[config.mk]
export PLATFORM = sky130hd
export DESIGN_NAME = mt9v034_i2c_master
export DESIGN_NICKNAME = d
export VERILOG_FILES = /design/src/rtl/mt9v034_i2c_master.sv
export SDC_FILE = /design/constraint.sdc
export NUM_CORES = 1
export LEC_CHECK = 0
export ABC_AREA = 0
export BUFFER_PORTS_ARGS = -buffer_cell sky130_fd_sc_hd__buf_2
export CAP_MARGIN = 30
export CORE_MARGIN = 2
export CORE_UTILIZATION = 35
export CTS_BUF_LIST = sky130_fd_sc_hd__clkbuf_8
export CTS_CLUSTER_SIZE = 14
export DETAILED_ROUTE_END_ITERATION = 10
export GPL_ROUTABILITY_DRIVEN = 0
export PLACE_DENSITY = 0.55
export SLEW_MARGIN = 20
export SYNTH_ARGS = -nofsm -noshare
export SYNTH_HDL_FRONTEND = slang
export SYNTH_SLANG_ARGS = --single-unit
[constraint.sdc]
create_clock -name clk -period 5.65 [get_ports clk]
set_input_delay 0.565 -clock clk [delete_from_list [all_inputs] [get_ports clk]]
set_output_delay 0.565 -clock clk [all_outputs]
set_load 0.1 [all_outputs]
[src/rtl/mt9v034_i2c_master.sv]
// I2C register master for the MT9V034 control bus: START, device + register address, DATA_BYTES data bytes
// (repeated START for reads), ACK checking and STOP; SCL = clk/(4*CLK_DIV), one request at a time.
module mt9v034_i2c_master #(
  parameter int unsigned CLK_DIV    = 120,
  parameter logic [6:0]  DEV_ADDR   = 7'h5C,
  parameter int unsigned DATA_BYTES = 2
) (
  input  logic                    clk,
  input  logic                    reset_n,
  input  logic                    start,
  input  logic                    rw,
  input  logic [7:0]              reg_addr,
  input  logic [8*DATA_BYTES-1:0] wdata,
  output logic                    busy,
  output logic                    done,
  output logic                    ack_err,
  output logic [8*DATA_BYTES-1:0] rdata,
  output logic                    scl_o,
  output logic                    sda_o,
  input  logic                    sda_i
);
  localparam int DW   = 8 * DATA_BYTES;
  localparam int DIVW = $clog2(CLK_DIV);
  localparam int BYW  = $clog2(DATA_BYTES) + 1;
  localparam logic [DIVW-1:0] DIV_MAX   = DIVW'(CLK_DIV - 1);
  localparam logic [BYW-1:0]  LAST_BYTE = BYW'(DATA_BYTES - 1);

  typedef enum logic [3:0] {
    S_IDLE, S_START, S_ADDR_W, S_ACK_AW, S_REG, S_ACK_REG, S_WDATA, S_ACK_WD,
    S_RSTART, S_ADDR_R, S_ACK_AR, S_RDATA, S_MACK, S_STOP
  } state_t;

  state_t          state_q;
  logic [DIVW-1:0] div_q;
  logic [1:0]      ph_q;
  logic [2:0]      bit_q;
  logic [BYW-1:0]  byte_q;
  logic [7:0]      tx_q, reg_q;
  logic [DW-1:0]   wdat_q, rx_q, rdata_q;
  logic            rw_q, samp_q, err_q;
  logic            busy_q, done_q, ack_err_q, scl_q, sda_q;
  logic            scl_d, sda_d, tick, slot_end, accept;

  assign tick     = (div_q == DIV_MAX);
  assign slot_end = tick && (ph_q == 2'd3);
  // A request arriving as STOP completes chains straight into the next START with busy held high.
  assign accept   = start && ((state_q == S_IDLE) || (slot_end && state_q == S_STOP));

  always_comb begin
    scl_d = 1'b1;
    sda_d = 1'b1;
    case (state_q)
      S_IDLE:   sda_d = 1'b1;
      S_START:  sda_d = ~ph_q[1];
      S_RSTART: begin scl_d = (ph_q != 2'd0); sda_d = ~ph_q[1]; end
      S_STOP:   begin scl_d = (ph_q != 2'd0); sda_d = ph_q[1];  end
      S_ADDR_W, S_REG, S_WDATA, S_ADDR_R: begin scl_d = ph_q[1]; sda_d = tx_q[7]; end
      S_MACK:   begin scl_d = ph_q[1]; sda_d = (byte_q == LAST_BYTE); end
      default:  scl_d = ph_q[1];
    endcase
  end

  always_ff @(posedge clk) begin
    if (!reset_n) begin
      state_q <= S_IDLE;  div_q  <= '0;  ph_q   <= '0;  bit_q   <= '0;  byte_q <= '0;
      tx_q    <= '0;      reg_q  <= '0;  wdat_q <= '0;  rx_q    <= '0;  rdata_q <= '0;
      rw_q    <= 1'b0;    samp_q <= 1'b1; err_q <= 1'b0;
      busy_q  <= 1'b0;    done_q <= 1'b0; ack_err_q <= 1'b0; scl_q <= 1'b1; sda_q <= 1'b1;
    end else begin
      done_q <= 1'b0;
      scl_q  <= scl_d;
      sda_q  <= sda_d;
      if (state_q != S_IDLE) begin
        div_q <= tick ? '0 : div_q + 1'b1;
        if (tick) ph_q <= ph_q + 1'b1;
        if (tick && ph_q == 2'd2) begin
          samp_q <= sda_i;
          if (state_q == S_RDATA) rx_q <= {rx_q[DW-2:0], sda_i};
        end
        if (slot_end) begin
          case (state_q)
            S_START: begin state_q <= S_ADDR_W; tx_q <= {DEV_ADDR, 1'b0}; end
            S_ADDR_W, S_REG, S_WDATA, S_ADDR_R: begin
              tx_q  <= {tx_q[6:0], 1'b0};
              bit_q <= bit_q + 1'b1;
              if (bit_q == 3'd7) begin
                case (state_q)
                  S_ADDR_W: state_q <= S_ACK_AW;
                  S_REG:    state_q <= S_ACK_REG;
                  S_WDATA:  state_q <= S_ACK_WD;
                  default:  state_q <= S_ACK_AR;
                endcase
              end
            end
            S_ACK_AW, S_ACK_REG, S_ACK_WD, S_ACK_AR: begin
              if (samp_q) begin
                err_q   <= 1'b1;
                state_q <= S_STOP;
              end else begin
                case (state_q)
                  S_ACK_AW: begin state_q <= S_REG; tx_q <= reg_q; end
                  S_ACK_REG: begin
                    if (rw_q) state_q <= S_RSTART;
                    else begin
                      state_q <= S_WDATA;  tx_q <= wdat_q[DW-1 -: 8];
                      wdat_q  <= wdat_q << 8; byte_q <= '0;
                    end
                  end
                  S_ACK_WD: begin
                    if (byte_q == LAST_BYTE) state_q <= S_STOP;
                    else begin
                      state_q <= S_WDATA;  tx_q <= wdat_q[DW-1 -: 8];
                      wdat_q  <= wdat_q << 8; byte_q <= byte_q + 1'b1;
                    end
                  end
                  default: begin state_q <= S_RDATA; byte_q <= '0; end
                endcase
              end
            end
            S_RSTART: begin state_q <= S_ADDR_R; tx_q <= {DEV_ADDR, 1'b1}; end
            S_RDATA: begin
              bit_q <= bit_q + 1'b1;
              if (bit_q == 3'd7) state_q <= S_MACK;
            end
            S_MACK: begin
              if (byte_q == LAST_BYTE) state_q <= S_STOP;
              else begin state_q <= S_RDATA; byte_q <= byte_q + 1'b1; end
            end
            S_STOP: begin
              done_q    <= 1'b1;
              ack_err_q <= err_q;
              if (!err_q && rw_q) rdata_q <= rx_q;
              busy_q    <= 1'b0;
              state_q   <= S_IDLE;
            end
            default: state_q <= S_IDLE;
          endcase
        end
      end
      if (accept) begin
        state_q <= S_START;  busy_q <= 1'b1;  div_q <= '0;  ph_q <= '0;
        bit_q   <= '0;       byte_q <= '0;    err_q <= 1'b0;
        rw_q    <= rw;       reg_q  <= reg_addr; wdat_q <= wdata;
      end
    end
  end

  assign busy    = busy_q;
  assign done    = done_q;
  assign ack_err = ack_err_q;
  assign rdata   = rdata_q;
  assign scl_o   = scl_q;
  assign sda_o   = sda_q;
endmodule

* Yosys cells after proc, flatten, opt, wreduce, memory -nomap -nowiden
Index checks and enable logic that the tools add are counted.
Operators by class: add/sub/neg operators 4, equality and inequality tests 30, mux-type cells 38, bitwise logic cells 2, reductions and logical operators 38
Operator list (number):
- 2-to-1 mux 16 bit | 7
- one-hot mux 16 bit (2 select lines) | 1
- one-hot mux 8 bit (4 select lines) | 1
- equality test 4 bit, second input constant | 6
- 2-to-1 mux 8 bit | 3
- one-hot mux 4 bit (3 select lines) | 2
- one-hot mux 4 bit (6 select lines) | 1
- one-hot mux 8 bit (3 select lines) | 1
- 2-to-1 mux 4 bit | 5
- equality test 4 x 3 -> 1 bit, second input constant | 4
- AND reduction 4 bit | 4
- inequality test 3 bit, second input constant | 5
- AND reduction 3 bit | 5
- AND reduction 7 bit | 2
- nonzero test 2 bit | 6
- equality test 4 x 2 -> 1 bit, second input constant | 2
- 2-to-1 mux 1 bit | 8
- nonzero test 4 bit | 2
- OR reduction 2 bit | 4
- OR reduction 4 bit | 2
- adder 7 x 1 -> 7 bit, second input constant | 1
- equality test 7 bit, second input constant | 1
- 2-to-1 mux 7 bit | 1
- 2-to-1 mux 2 bit | 3
- 24 further kinds | 35
Storage, ports and cells: flip-flop bits (word level) 90, bits of input ports 29, output and inout port bits 21, logic and storage cells 131

* Longest topological paths before layout
Gate-level depths: netlist of run 1.
depth in word-level cells 8, depth in mapped cells 9, depth with buffers taken out 7

* Worst setup path after synthesis of run 1
No wires, ideal clock.
path kind flip-flop to flip-flop, start register div_q[0], end register wdat_q[14], setup time 0.088 ns, data arrival time 2.037 ns, data required time 5.562 ns, setup slack 3.525 ns, stages on the path, launching flop included 8, cell sequence dfxtp_1 > ha_1 > nand4b_2 > or4_4 > a221oi_4 > buf_6 > nor2_1 > a311oi_2
On the way: word-level cells in the longest chain between the ends 7, elaborated cells between the ends (all ways) 14, classes of those cells eq/ne (4); mux (1); reduce/logical (9)
Ends and longest elaborated chain:
- start, declared | RTL line 34 | logic [DIVW-1:0] div_q;
- start signal, assigned | RTL line 74 | div_q <= tick ? '0 : div_q + 1'b1;
- equality test 7 bit * | RTL line 44 | assign tick = (div_q == DIV_MAX);
- logical AND 1 bit * | RTL line 45 | assign slot_end = tick && (ph_q == 2'd3);
- logical AND 1 bit | RTL line 47 | assign accept = start && ((state_q == S_IDLE) || (slot_end && state_q == S_STOP));
- logical OR 1 bit | RTL line 47
- logical AND 1 bit | RTL line 47
- inequality test 3 bit (no source line), or another cell as far along
- AND reduction 7 bit (no source line)
- end signal, assigned | RTL line 113 | wdat_q <= wdat_q << 8; byte_q <= byte_q + 1'b1;
- end signal, assigned | RTL line 143 | rw_q <= rw; reg_q <= reg_addr; wdat_q <= wdata;
- end, declared | RTL line 39 | logic [DW-1:0] wdat_q, rx_q, rdata_q;
Every way passes the cells marked *; elsewhere a longest branch is shown, timed or not. A chain may end at the register's enable or synchronous reset.

* Worst setup path after layout of run 1
start register state_q[3], end register wdat_q[14]
On the way: word-level cells in the longest chain between the ends 7, elaborated cells between the ends (all ways) 25, classes of those cells eq/ne (8); mux (6); reduce/logical (11)
Ends and longest elaborated chain:
- start, declared | RTL line 33 | state_t state_q;
- start signal, assigned | RTL line 65 | state_q <= S_IDLE; div_q <= '0; ph_q <= '0; bit_q <= '0; byte_q <= '0;
- start signal, assigned | RTL line 82 | S_START: begin state_q <= S_ADDR_W; tx_q <= {DEV_ADDR, 1'b0}; end
- start signal, assigned | RTL line 88 | S_ADDR_W: state_q <= S_ACK_AW;
- equality test 4 x 3 -> 1 bit | RTL line 81, 100
- one-hot mux 16 bit (2 select lines) | RTL line 100 | case (state_q)
- 2-to-1 mux 16 bit | RTL line 96 | if (samp_q) begin
- 2-to-1 mux 16 bit | RTL line 81 | case (state_q)
- 2-to-1 mux 16 bit | RTL line 80 | if (slot_end) begin
- 2-to-1 mux 16 bit | RTL line 73 | if (state_q != S_IDLE) begin
- 2-to-1 mux 16 bit | RTL line 140 | if (accept) begin
Several ways; a longest one is shown, not always the timed one. The select of a mux whose other input is x is not followed.

==> flow_summary.ini, run 1 <==
[outcome]
status = finished clean

[synth]
synth-edff-count = 0
synth_top_area_cell = dfxtp_1
synth_area_um2 = 4198
ys_types = 61
synth_ff_type = dfxtp_1
yosysSeqAreaShare_pct = 42.92
synth_area_per_cell_um2 = 8.567
synth_cells = 490
synthesis.nets = 525
synth.top_cell.area_share_pct = 42.92
synth_warnings = 0
synth_common_cells = 90 x dfxtp_1, 72 x nand2_1, 69 x nor2_1
yosys-top-cells-area = dfxtp_1 43%, mux2i_1 8.8%, nand2_1 6.4%
synth-async-reset-ratio_pct = 0
synthMostInstantiatedCell = dfxtp_1
synth.ff_latch_count = 90

[grt]
grt_pass1_vias = 3420
grt_overflow = 0
track_usage_pct = 16.51
antenna_found_initial = 0
grt_pass1_wl_mm = 17.08
grt_max_degree = 70

[timing]
fmax_mhz = 360.2
fin_setup_tns_ps = 0
slew_violations = 0
report.final.hold_viol_count = 0
rsz0062_at_grt = false
fin_crit_sh_pct = 49.14
worstMarginPinSlew_ps = 858.2
skew_ps = 10.60
slew_headroom_pct = 42.71
finalCriticalPeriod_ps = 2776
setup_viol = 0

[clock_network]
cts_max_path_buffers = 2
htreeDepth = 3
cts_setup_buffers = 0
cts_tree = done
cts_sinks = 90
clock_latency_ps = 380
cts-root-buf = clkbuf_8
numCtsBuffers = 9
cts_resized = 0
cts.reportedPaths.clkPinSlew_ps = 90
hold_buffers = 0

[drt]
drt_wl_total_mm = 9.953
ant_nets = 0
route.detailed.drc = 0
vias_per_cell = 5.280
wire_per_inst_um = 14.83
detail_route.first_pass.iterations = 4
vias = 3543
drt_iter0_markers = 195

[floorplanning]
die_y_um = 113.5
start_util_pct = 36.30
core_area_um2 = 11560
row_count = 39
die_w_um = 113.5
dieArea_um2 = 12890
ios = 50

[critical_path]
start_kind = flop
end_kind = flop
crit_arrival_ps = 3070
crit_required_ps = 5950
reg2reg_slack_ps = 2870
reg2regPathDepth = 5
cp_max_fo = 27
crit_type = flop to flop
r2r-start = state_q[3]
r2r-end = wdat_q[14]

[power]
power.leakage_nw = 2.013
peakVddDrop_mv = 0.1934
cellPowerDensity_nw_per_um2 = 250.1

[final_layout]
nNetsFinal = 558
drive_gt1_share_pct = 15.72
antennaDiodeCount = 0
post-route-util_pct = 40.54
areaGrowthSynthToFinish_pct = 11.68

[place]
port-buffer-count = 49
dp_hpwl_mm = 6.831

[worst_hold_path]
whs_path_depth = 3
holdPathEnd = reg_q[5]
hold_path_class = primary input to flop
hp-start = reg_addr[5]

[flow_run]
max_cap_viol_count = 0
==> flip-flops by register name, summed over array words and instances (netlist names), 2 cells and up <==
register and cells:
div_q 7, rdata 16, reg_q 8, bit_q 3
rx_q 16, wdat_q 16, tx_q 8, ph_q 2
byte_q 2, state_q 4
==> cell usage in the layout, fill, tap and decap left out, types with 4 or more instances in the layout <==
master	instances
nor2b_1	7
nand2b_1	5
dfxtp_1	89
mux2i_1	37
clkbuf_8	10
nand3_1	7
a31oi_1	6
ha_1	6
nor3_1	7
a21oi_1	43
nand3b_1	4
buf_2	49
o21ai_0	15
a311oi_1	11
buf_4	4
a211oi_1	5
nand2_1	72
a22oi_1	9
nor2_1	69
inv_1	7
==> area by class of cell <==
type                       instances  area (um^2)
clock buffer                      10        137.6
clock inverter                     6        47.55
fill                            1198         6877
inverter                           8        30.03
multi-input combinational        361         2216
sequential                        90         1803
tap                              143        178.9
timing repair buffer              53        275.3
==> worst max path at each step <==
stage / startpoint / end / depth (start not counted)
after global placement: state_q[2] / wdat_q[13] / 5
after floorplan: div_q[0] / wdat_q[14] / 7
after CTS: state_q[2] / wdat_q[14] / 5
after detailed placement: state_q[2] / wdat_q[14] / 5
after global routing: state_q[0] / wdat_q[14] / 5
final: state_q[3] / wdat_q[14] / 5
==> worst max-delay path, cell delays in order (launching register included) <==
cell and delay [ps]:
dfxtp_1 890, nand2_1 210, nor4_1 470, o21a_1 720, nand2_1 150, a311oi_2 260
==> per-stage QoR <==
| step | cell area [um^2] | power, mW | setup WS [ps] | cells | hold slack [ps] |
|---|---|---|---|---|---|
| after CTS | 4687 | 1.185 | 2685 | 671 | 407.8 |
| after global placement | 4502 | 0.7667 | 2843 | 655 | 443.7 |
| after detailed placement | 4502 | 0.7672 | 2695 | 655 | 448.7 |
| after global routing | 4688 | 1.226 | 2480 | 671 | 424.6 |
| final | 4688 | 1.172 | 2874 | 671 | 419.9 |
| after floorplan | 4198 | 0.7402 | 3525 | 490 | 432.9 |
==> cells by family after synthesis <==
logic type | synth area share [%]
and+or+nand+nor | 21.28
AOI/OAI and AO/OA | 19.37
DFF | 42.92
buffers and inverters | 4.292
muxes | 9.091
xor gates and xnor gates | 1.252
adders and majority gates | 1.788
==> metal layers <==
layer / wire length, um / GRT usage, %
met3: 556 / 4.463
met2: 4362 / 24.83
met5: 0 / 0
met4: 152 / 5.366
met1: 4882 / 23.05
==> where the power goes <==
group / leakage [nW] / total [mW] / internal (mW) / switching, mW
Combinational: 1.19 / 0.0881 / 0.0313 / 0.0569
Sequential: 0.730 / 0.663 / 0.649 / 0.0143
Clock: 0.0933 / 0.421 / 0.176 / 0.245
Total: 2.01 / 1.17 / 0.856 / 0.317
(Power assumes the default switching activity.)
==> run 2, diff against run 1 <==
--- a/config.mk
+++ b/config.mk
@@ -5,7 +5,7 @@
 export SDC_FILE = /design/constraint.sdc
 export NUM_CORES = 1
 export LEC_CHECK = 0
-export ABC_AREA = 0
+export ABC_AREA = 1
 export BUFFER_PORTS_ARGS = -buffer_cell sky130_fd_sc_hd__buf_2
 export CAP_MARGIN = 30
 export CORE_MARGIN = 2
==> constraint.sdc (replaced) <==
create_clock -name clk -period 2.7 [get_ports clk]
set_input_delay 0.27 -clock clk [delete_from_list [all_inputs] [get_ports clk]]
set_output_delay 0.27 -clock clk [all_outputs]
set_load 0.1 [all_outputs]
==> run 2 against run 1 <==
  * The flow now finishes with violations (DRC)
  * Clock power is 120% higher
  * Global-route usage is 1.1 points lower
  * Fmax up 39%
  * Die area down 0.61%
  * Power grew 120%
  * Core utilization up 0.57 points
  * Sequential power up 110%
  * Flip-flop and latch count did not move
  * Clock skew hardly changed
  * Largest cell class unchanged
==> flow_summary.ini, run 2 <==
[grt]
grt_pass1_wl_mm = 16.05
antenna_found_initial = 0
grt_overflow = 0
track_usage_pct = 15.41
grt_max_degree = 57
grt_pass1_vias = 3522

[final_layout]
nNetsFinal = 699
antennaDiodeCount = 0
final_area_um2 = 4735
areaGrowthSynthToFinish_pct = 13.50
final_common_cell = nand2_1
drive_gt1_share_pct = 14.35
post-route-util_pct = 41.11
final_cell_mix = 158 x nand2_1, 90 x dfxtp_1, 86 x nor2_1

[critical_path]
cp_max_fo = 18
startpoint = state_q[0]
start_kind = flop
end_kind = flop
crit_arrival_ps = 2310
r2r-start = state_q[0]
crit_type = flop to flop
crit_required_ps = 3010
reg2regPathDepth = 9

[clock_network]
cts_setup_buffers = 0
cts-root-buf = clkbuf_8
cts_resized = 0
cts_tree = done
numCtsBuffers = 9
cts.reportedPaths.clkPinSlew_ps = 90
clock_latency_ps = 370
cts_max_path_buffers = 2
htreeDepth = 3
cts_sinks = 90
hold_buffers = 0

[worst_hold_path]
hold_path_class = primary input to flop
hp-start = reg_addr[1]
whs_path_depth = 3

[synth]
synth-edff-count = 0
yosysSeqAreaShare_pct = 43.19
synth_common_cells = 158 x nand2_1, 90 x dfxtp_1, 86 x nor2_1
synth.top_cell.area_share_pct = 43.19
synth_cells = 619
synthesis.nets = 654
synth_top_area_cell = dfxtp_1
synth-async-reset-ratio_pct = 0
synth.ff_latch_count = 90
yosys-top-cells-area = dfxtp_1 43%, nand2_1 14%, nor2_1 7.7%
ys_types = 31
synth_warnings = 0
synth_area_per_cell_um2 = 6.739
synth_ff_type = dfxtp_1
synth_area_um2 = 4172
synthMostInstantiatedCell = nand2_1

[floorplanning]
start_util_pct = 36.22
die_w_um = 113.2
ios = 50
core_area_um2 = 11520
row_count = 39
die_y_um = 113.2
dieArea_um2 = 12810

[timing]
slew_headroom_pct = 67.47
finalCriticalPeriod_ps = 2001
setup_viol = 0
skew_ps = 10.25
slew_violations = 0
worstMarginPinSlew_ps = 487.9
report.final.hold_viol_count = 0
fin_setup_tns_ps = 0
fin_crit_sh_pct = 74.09
fmax_mhz = 499.9
rsz0062_at_grt = false

[power]
power.leakage_nw = 2.137
cellPowerDensity_nw_per_um2 = 534.9
peakVddDrop_mv = 0.2428
power_mw = 2.533

[drt]
ant_nets = 0
vias = 3801
wire_per_inst_um = 11.67
vias_per_cell = 4.681
drt_iter0_markers = 323
detail_route.first_pass.iterations = 7
drt_wl_total_mm = 9.479
route.detailed.drc = 4

[place]
dp_hpwl_mm = 6.929
place_area_um2 = 4534
port-buffer-count = 49

[flow_run]
max_cap_viol_count = 0

[outcome]
status = finished, violations left
violations = DRC
-- run 2: final timing paths --
kind / end / slack (ps)
worst max-delay path: wdat_q[8] / 700
worst min-delay path: reg_q[1] / 120
worst max register to register: wdat_q[8] / 700
worst min register to register: rdata[11] / 450
-- run 2: per-layer routing --
layer	vias to the layer above	wire (um)	track usage (%)
li1	2049	-	-
met1	1656	4778	20.94
met2	87	4026	23.15
met3	9	546	4.553
met4	0	127	5.691
met5	-	0	0
-- run 2: cell type report --
class	instances	area, um^2
Fill cell	1260	6782
Multi-Input combinational cell	423	1944
Sequential cell	90	1802
Inverter	85	319.1
Timing Repair Buffer	55	290.3
Tap cell	143	178.9
Clock buffer	9	123.9
Clock inverter	7	76.32
-- run 2: through the flow --
step / hold slack (ps) / std cells / setup WS [ps]
floorplan: 404.9 / 619 / 1106
global placement: 431.8 / 796 / 674.8
detailed placement: 435.5 / 796 / 720.6
CTS: 103.1 / 812 / 700.0
global route: 106.1 / 812 / 514.8
finish: 121.1 / 812 / 699.4
-- run 2: kinds of logic (layout without fill, tap and decap cells) --
group                      count (synthesis)  count (layout)  synth area share, %
AOI/OAI and AO/OA                        117             117                14.61
xor gates and xnor gates                   1               1               0.2100
adders and majority gates                  6               6                1.800
buffers and inverters                    106             156                10.20
DFF                                       90              90                43.19
and+or+nand+nor                          299             299                29.99
-- run 2: worst max-delay path, cell delays in order, from the launching register on --
cell and delay, ps:
dfxtp_1 470, nand2_1 230, nor2_4 170, nand4_1 220
nand2_2 290, buf_4 270, nand2_1 70, nand2_1 70
nor2_1 40, nor2_1 100
-- run 2: power breakdown --
part / switching [mW] / leakage (nW) / total [mW] / internal, mW
logic: 0.139 / 1.30 / 0.207 / 0.0677
clock network: 0.508 / 0.102 / 0.944 / 0.436
registers: 0.0201 / 0.730 / 1.38 / 1.36
total: 0.668 / 2.14 / 2.53 / 1.87
